[src/rtl/freq_meas_sched.sv]
// Schedules one shared frequency counter across CH_NUM muxed clocks: round-robin scan plus
// on-demand requests. Define FREQ_SCHED_STABLE_CHECK_EN to enable the two-sample stability check.
module freq_meas_sched #(
    parameter int unsigned CH_NUM      = 4,
    parameter int unsigned CH_W        = 2,
    parameter int unsigned SETTLE_CYC  = 1000,
    parameter int unsigned TIMEOUT_CYC = 250000000,
    parameter int unsigned TOL_HZ      = 1000
) (
    input  logic              sys_clk_i,
    input  logic              sys_rstn_i,
    input  logic              scan_en_i,
    input  logic              req_vld_i,
    input  logic [CH_W-1:0]   req_ch_i,
    output logic              req_ack_o,
    output logic [CH_W-1:0]   ch_sel_o,
    output logic              meas_restart_o,
    input  logic [31:0]       meas_hz_i,
    input  logic              meas_vld_i,
    input  logic [CH_W-1:0]   rd_addr_i,
    output logic [31:0]       rd_hz_o,
    output logic [CH_NUM-1:0] ch_vld_o,
    output logic [CH_NUM-1:0] ch_dead_o,
    output logic [CH_NUM-1:0] ch_unstb_o,
    output logic              scan_done_o
);

    localparam logic [CH_W:0]   LP_CH_NUM    = (CH_W + 1)'(CH_NUM);
    localparam logic [CH_W-1:0] LP_CH_LAST   = CH_W'(CH_NUM - 1);
    localparam logic [31:0]     LP_SETTLE_LD = 32'(SETTLE_CYC - 1);
    localparam logic [31:0]     LP_WD_LD     = 32'(TIMEOUT_CYC - 1);

    typedef enum logic [2:0] {
        StIdle,
        StSelect,
        StSettle,
        StDiscard,
        StSample,
        StStore,
        StNext
    } state_t;

    state_t            r_state;
    state_t            w_state_nxt;
    logic [CH_W-1:0]   r_ptr;
    logic [CH_W-1:0]   r_cur_ch;
    logic [CH_W-1:0]   r_ch_sel;
    logic              r_cur_req;
    logic              r_live;
    logic              r_timeout;
    logic [31:0]       r_settle;
    logic [31:0]       r_wdog;
    logic [31:0]       r_result;
    logic [31:0]       r_rd_hz;
    logic [31:0]       r_table [CH_NUM];
    logic [CH_NUM-1:0] r_vld;
    logic [CH_NUM-1:0] r_dead;

    logic              w_in_capture;
    logic              w_req_take;
    logic              w_ptr_wrap;
    logic [CH_W-1:0]   w_ptr_adv;
    logic [CH_W-1:0]   w_ptr_nxt;
    logic [CH_W-1:0]   w_sel_ch;
    logic              w_wd_exp;
    logic              w_sample_done;
    logic              w_to_select;

    // r_live keeps the combinational ack low while reset is held.
    assign w_in_capture = r_live && ((r_state == StIdle) || (r_state == StNext));
    assign w_req_take   = w_in_capture && req_vld_i && ({1'b0, req_ch_i} < LP_CH_NUM);
    assign w_ptr_wrap   = (r_ptr == LP_CH_LAST);
    assign w_ptr_adv    = w_ptr_wrap ? '0 : r_ptr + 1'b1;
    assign w_ptr_nxt    = ((r_state == StNext) && !r_cur_req) ? w_ptr_adv : r_ptr;
    assign w_sel_ch     = w_req_take ? req_ch_i : w_ptr_nxt;
    assign w_wd_exp     = (r_wdog == 32'd0) && !meas_vld_i;
    assign w_to_select  = (w_state_nxt == StSelect) && w_in_capture;

`ifdef FREQ_SCHED_STABLE_CHECK_EN
    logic [31:0]       r_samp_a;
    logic              r_have_a;
    logic [1:0]        r_retry;
    logic              r_unstb_res;
    logic [CH_NUM-1:0] r_unstb;
    logic [31:0]       w_diff;
    logic              w_stable;

    assign w_diff        = (meas_hz_i >= r_samp_a) ? meas_hz_i - r_samp_a : r_samp_a - meas_hz_i;
    assign w_stable      = (w_diff <= TOL_HZ);
    assign w_sample_done = meas_vld_i && r_have_a && (w_stable || (r_retry == 2'd2));
    assign ch_unstb_o    = r_unstb;

    always_ff @(posedge sys_clk_i or negedge sys_rstn_i) begin
        if (!sys_rstn_i) begin
            r_samp_a    <= '0;
            r_have_a    <= 1'b0;
            r_retry     <= '0;
            r_unstb_res <= 1'b0;
            r_unstb     <= '0;
        end else begin
            if (r_state == StSelect) begin
                r_have_a    <= 1'b0;
                r_retry     <= '0;
                r_unstb_res <= 1'b0;
            end else if ((r_state == StSample) && meas_vld_i) begin
                // B always becomes the next A; the third failed compare ends the channel.
                r_samp_a <= meas_hz_i;
                r_have_a <= 1'b1;
                if (r_have_a && !w_stable) begin
                    r_retry     <= r_retry + 2'd1;
                    r_unstb_res <= (r_retry == 2'd2);
                end
            end
            if ((r_state == StStore) && !r_timeout) begin
                r_unstb[r_cur_ch] <= r_unstb_res;
            end
        end
    end
`else
    assign w_sample_done = meas_vld_i;
    assign ch_unstb_o    = '0;
`endif

    always_comb begin
        w_state_nxt = r_state;
        unique case (r_state)
            StIdle:    if (w_req_take || scan_en_i) w_state_nxt = StSelect;
            StSelect:  w_state_nxt = StSettle;
            StSettle:  if (r_settle == 32'd0) w_state_nxt = StDiscard;
            StDiscard: begin
                if (meas_vld_i) w_state_nxt = StSample;
                else if (w_wd_exp) w_state_nxt = StStore;
            end
            StSample:  if (w_sample_done || w_wd_exp) w_state_nxt = StStore;
            StStore:   w_state_nxt = StNext;
            StNext:    w_state_nxt = (w_req_take || scan_en_i) ? StSelect : StIdle;
            default:   w_state_nxt = StIdle;
        endcase
    end

    always_ff @(posedge sys_clk_i or negedge sys_rstn_i) begin
        if (!sys_rstn_i) begin
            r_state   <= StIdle;
            r_live    <= 1'b0;
            r_ptr     <= '0;
            r_cur_ch  <= '0;
            r_ch_sel  <= '0;
            r_cur_req <= 1'b0;
            r_timeout <= 1'b0;
            r_settle  <= '0;
            r_wdog    <= '0;
            r_result  <= '0;
            r_rd_hz   <= '0;
            r_vld     <= '0;
            r_dead    <= '0;
            for (int unsigned i = 0; i < CH_NUM; i++) r_table[i] <= '0;
        end else begin
            r_state <= w_state_nxt;
            r_live  <= 1'b1;
            if (w_to_select) begin
                r_cur_ch  <= w_sel_ch;
                r_ch_sel  <= w_sel_ch;
                r_cur_req <= w_req_take;
            end
            if (r_state == StNext) r_ptr <= w_ptr_nxt;

            if (r_state == StSelect) r_settle <= LP_SETTLE_LD;
            else if ((r_state == StSettle) && (r_settle != 32'd0)) r_settle <= r_settle - 32'd1;

            // Held loaded through SETTLE so DISCARD starts with a full budget.
            if ((r_state == StSettle) || meas_vld_i) r_wdog <= LP_WD_LD;
            else if (r_wdog != 32'd0) r_wdog <= r_wdog - 32'd1;

            if (r_state == StSelect) begin
                r_timeout <= 1'b0;
            end else if (((r_state == StDiscard) || (r_state == StSample)) && w_wd_exp) begin
                r_timeout <= 1'b1;
                r_result  <= '0;
            end else if ((r_state == StSample) && w_sample_done) begin
                r_result <= meas_hz_i;
            end

            if (r_state == StStore) begin
                r_table[r_cur_ch] <= r_result;
                r_vld[r_cur_ch]   <= !r_timeout;
                r_dead[r_cur_ch]  <= r_timeout;
            end

            r_rd_hz <= ({1'b0, rd_addr_i} < LP_CH_NUM) ? r_table[rd_addr_i] : '0;
        end
    end

    assign req_ack_o      = w_in_capture && req_vld_i;
    assign ch_sel_o       = r_ch_sel;
    assign meas_restart_o = (r_state == StSelect);
    assign scan_done_o    = (r_state == StNext) && !r_cur_req && w_ptr_wrap;
    assign rd_hz_o        = r_rd_hz;
    assign ch_vld_o       = r_vld;
    assign ch_dead_o      = r_dead;

endmodule
[config.mk]
export PLATFORM = sky130hd
export DESIGN_NAME = freq_meas_sched
export DESIGN_NICKNAME = d
export VERILOG_FILES = /design/src/rtl/freq_meas_sched.sv
export SDC_FILE = /design/constraint.sdc
export NUM_CORES = 1
export LEC_CHECK = 0
export BUFFER_PORTS_ARGS = -buffer_cell sky130_fd_sc_hd__buf_2
export CAP_MARGIN = 10
export CELL_PAD_IN_SITES_DETAIL_PLACEMENT = 0
export CELL_PAD_IN_SITES_GLOBAL_PLACEMENT = 1
export CORE_UTILIZATION = 40
export DETAILED_ROUTE_END_ITERATION = 10
export GPL_TIMING_DRIVEN = 0
export HOLD_SLACK_MARGIN = 0.05
export PLACE_DENSITY_LB_ADDON = 0.05
export SLEW_MARGIN = 5
export SYNTH_ARGS = -nofsm -noshare
export SYNTH_HDL_FRONTEND = slang
export SYNTH_SLANG_ARGS = --single-unit
export TNS_END_PERCENT = 20
[constraint.sdc]
create_clock -name sys_clk_i -period 3.8 [get_ports sys_clk_i]
set_input_delay 0.76 -clock sys_clk_i [delete_from_list [all_inputs] [get_ports sys_clk_i]]
set_output_delay 0.76 -clock sys_clk_i [all_outputs]
set_load 0.005 [all_outputs]
==> results.toml <==
[die]
initial_core_util_pct = 40.6
num_io_pins = 90
dieArea_um2 = 29800
die_h_um = 173
die_w_um = 173
core_area_um2 = 28700
rows = 62

[cells_and_area]
antennaDiodeCount = 0
design_area_um2 = 13700
utilization_pct = 47.7
fin_nets = 1018
layout-drive-gt1-share_pct = 32.6
area_growth_pct = 17.6

[drt]
wl_um = 26200
drtIter0Drc = 428
via_count = 7481
viasPerCell = 5.43
first_pass_iters = 5
ant_nets = 0
wl_per_cell_um = 19.1
drc = 0

[sta]
fmax_mhz = 295
period_minus_slack_ns = 3.39
hold_viol = 0
fin_crit_sh_pct = 89.2
slew_violations = 0
whs_ns = 0.0902
tns_ns = 0
clock_skew_ns = 0.0181
setup_viol = 0
relSlewSlack_pct = 21.9
rsz0062_at_grt = "no"
worst_pin_slew_ns = 1.16

[worst_setup_path]
worst-setup-path-type = "flip-flop to primary output"
cp-startpoint = "r_state[0]"
startpoint_type = "flip-flop"
path_delay_family = "buffers and inverters"
cp.required_ns = 3.04
r2r_end = "r_result[29]"
path_cells = "clkbuf_1, or3b_2, clkbuf_1, inv_1, clkbuf_1, buf_2"
cp.arrival_ns = 2.63
rrSetupSlack_ns = 0.43
cp_common_cell = "clkbuf_1"
cp_slowest_cell = "or3b_2"
rr_worst_depth = 6
critPathMaxStageDelay_ns = 0.47
path_max_fanout = 10
r2r-start = "r_wdog[6]"
crit_path_end_kind = "primary output"
cp_num_buf_inv = 5

[hold_path]
min_path_type = "input pin to asynchronous set/reset pin"

[cts]
insertion_delay_ns = 0.56
clockRootBuffer = "clkbuf_16"
cts.sinks = 274
clkTransAtPathRegs_ns = 0.06
cts-resized-gates = 0
cts_buffer_depth = 3
postCtsSetupBuffers = 0
numCtsBuffers = 30
tritoncts = "yes"
h-tree-depth = 1
cts_hold_buf = 0

[synth]
synthTopCellsByArea = "dfrtp_1 59%, mux2_2 13%, mux4_2 6.2%, a22o_1 2.4%, or4_1 1.6%"
synth_top_cell_area_share_pct = 58.9
ys_seq_area_share_pct = 58.9
synth_cell_types = 51
ys_seq_elements = 274
synth_area_um2 = 11600
synth_edf_count = 0
synth_ff_type = "dfrtp_1"
yosys_warnings = 0
synthCells = 853
postSynth.asyncResetShare_pct = 100
syn_area_per_cell_um2 = 13.7
synth_area_leader_cell = "dfrtp_1"

[run]
drv_cap = 0

[placed_design]
placed_cell_area_um2 = 12600
portBuffers = 83
dpl.hpwl_um = 17300
gp_congestion = 0.788

[global_route]
antenna_found_initial = 0
grt_use_total_pct = 18.1
gr-total-overflow = 0
grt_pass1_vias = 7991
grt_max_degree = 124
grt_pass1_wl_um = 43300

[pwr]
leakage_nw = 6.41
ir_drop_mv = 0.353
powerDensity_nw_per_um2 = 573

[outcome]
status = "completed"
-- power breakdown --
part / switching [mW] / internal [mW]
registers: 0.284 / 3.32
logic: 0.605 / 0.551
clock network: 1.16 / 1.92
total: 2.05 / 5.80
-- metrics by stage --
stage	cells	total power, mW	setup slack (ns)
6_report	1377	7.85	0.412
5_1_grt	1377	8.25	0.153
4_1_cts	1377	7.95	0.350
3_5_place_dp	1325	4.83	0.425
3_3_place_gp	1323	4.74	-2.77
2_1_floorplan	856	4.34	1.10
-- registers in the layout, indices dropped and copies added, names as in the netlist, 2 cells and up --
signal	cells
r_table	128
r_result	32
r_settle	32
r_wdog	32
rd_hz_o	32
ch_dead_o	4
ch_vld_o	4
r_state	3
ch_sel_o	2
r_ptr	2
-- Yosys cell counts (all sizes together), types with 13 or more instances --
cell	instances
o31ai	17
nor2	17
mux2i	13
mux4	32
or3	24
a21oi	17
nand3	18
nand2	33
nor3	16
a22o	32
clkbuf	44
o211ai	13
inv	13
mux2	135
or4	26
nor4	14
o21ai	30
dfrtp	274
-- worst max-delay path by stage --
stage                           to  slack [ns]  cells after the start
finish              meas_restart_o        0.41                      6
global placement      r_settle[23]       -2.77                      1
detailed placement    r_result[28]        0.42                      6
global route        meas_restart_o        0.15                      6
CTS                 meas_restart_o        0.35                      6
floorplan             r_settle[31]        1.10                      7
-- layout by cell type (no fill, tap or decap), drive strengths merged, types with 5 or more instances in the layout --
master and n:
a22o 32, or3 24, dfrtp 274, nor2 17, o21ai 30, mux4 32
nor3 16, buf 96, clkbuf 88, o31ai 17, o41ai 6, mux2i 13
nand2b 5, conb 5, nor4 14, xor2 8, a21oi 17, inv 13
mux2 135, o211ai 13, or2 9, nand3 18, or4 26, nand2 33
-- area by class of cell --
class	instances	area (µm²)
clock buffers	44	913
well taps	384	480
fillers	2584	15000
multi-input cells	514	4530
plain buffers	55	224
repair buffers	85	480
inverters	13	48.8
clock inverters	8	165
flip-flops and latches	274	6860
-- cell families (layout without fill, tap and decap cells) --
logic type | Yosys count | in the layout | synth area share [%]
buf+inv | 68 | 205 | 2.34
flops | 274 | 274 | 58.9
xor+xnor | 11 | 11 | 0.827
mux | 180 | 180 | 20.4
compound gates | 126 | 126 | 7.59
fa+ha+maj | 4 | 4 | 0.430
simple gates | 188 | 188 | 9.50
other cells | 2 | 5 | 0.0645
-- routing by layer --
layer	vias to the layer above	routed length, µm	track usage, %
met4	0	629	4.80
met1	3859	11400	23.8
li1	3428	-	-
met5	-	0	0
met2	145	13200	31.1
met3	49	1040	2.77
No activity file was read; power rests on OpenSTA's default activity.
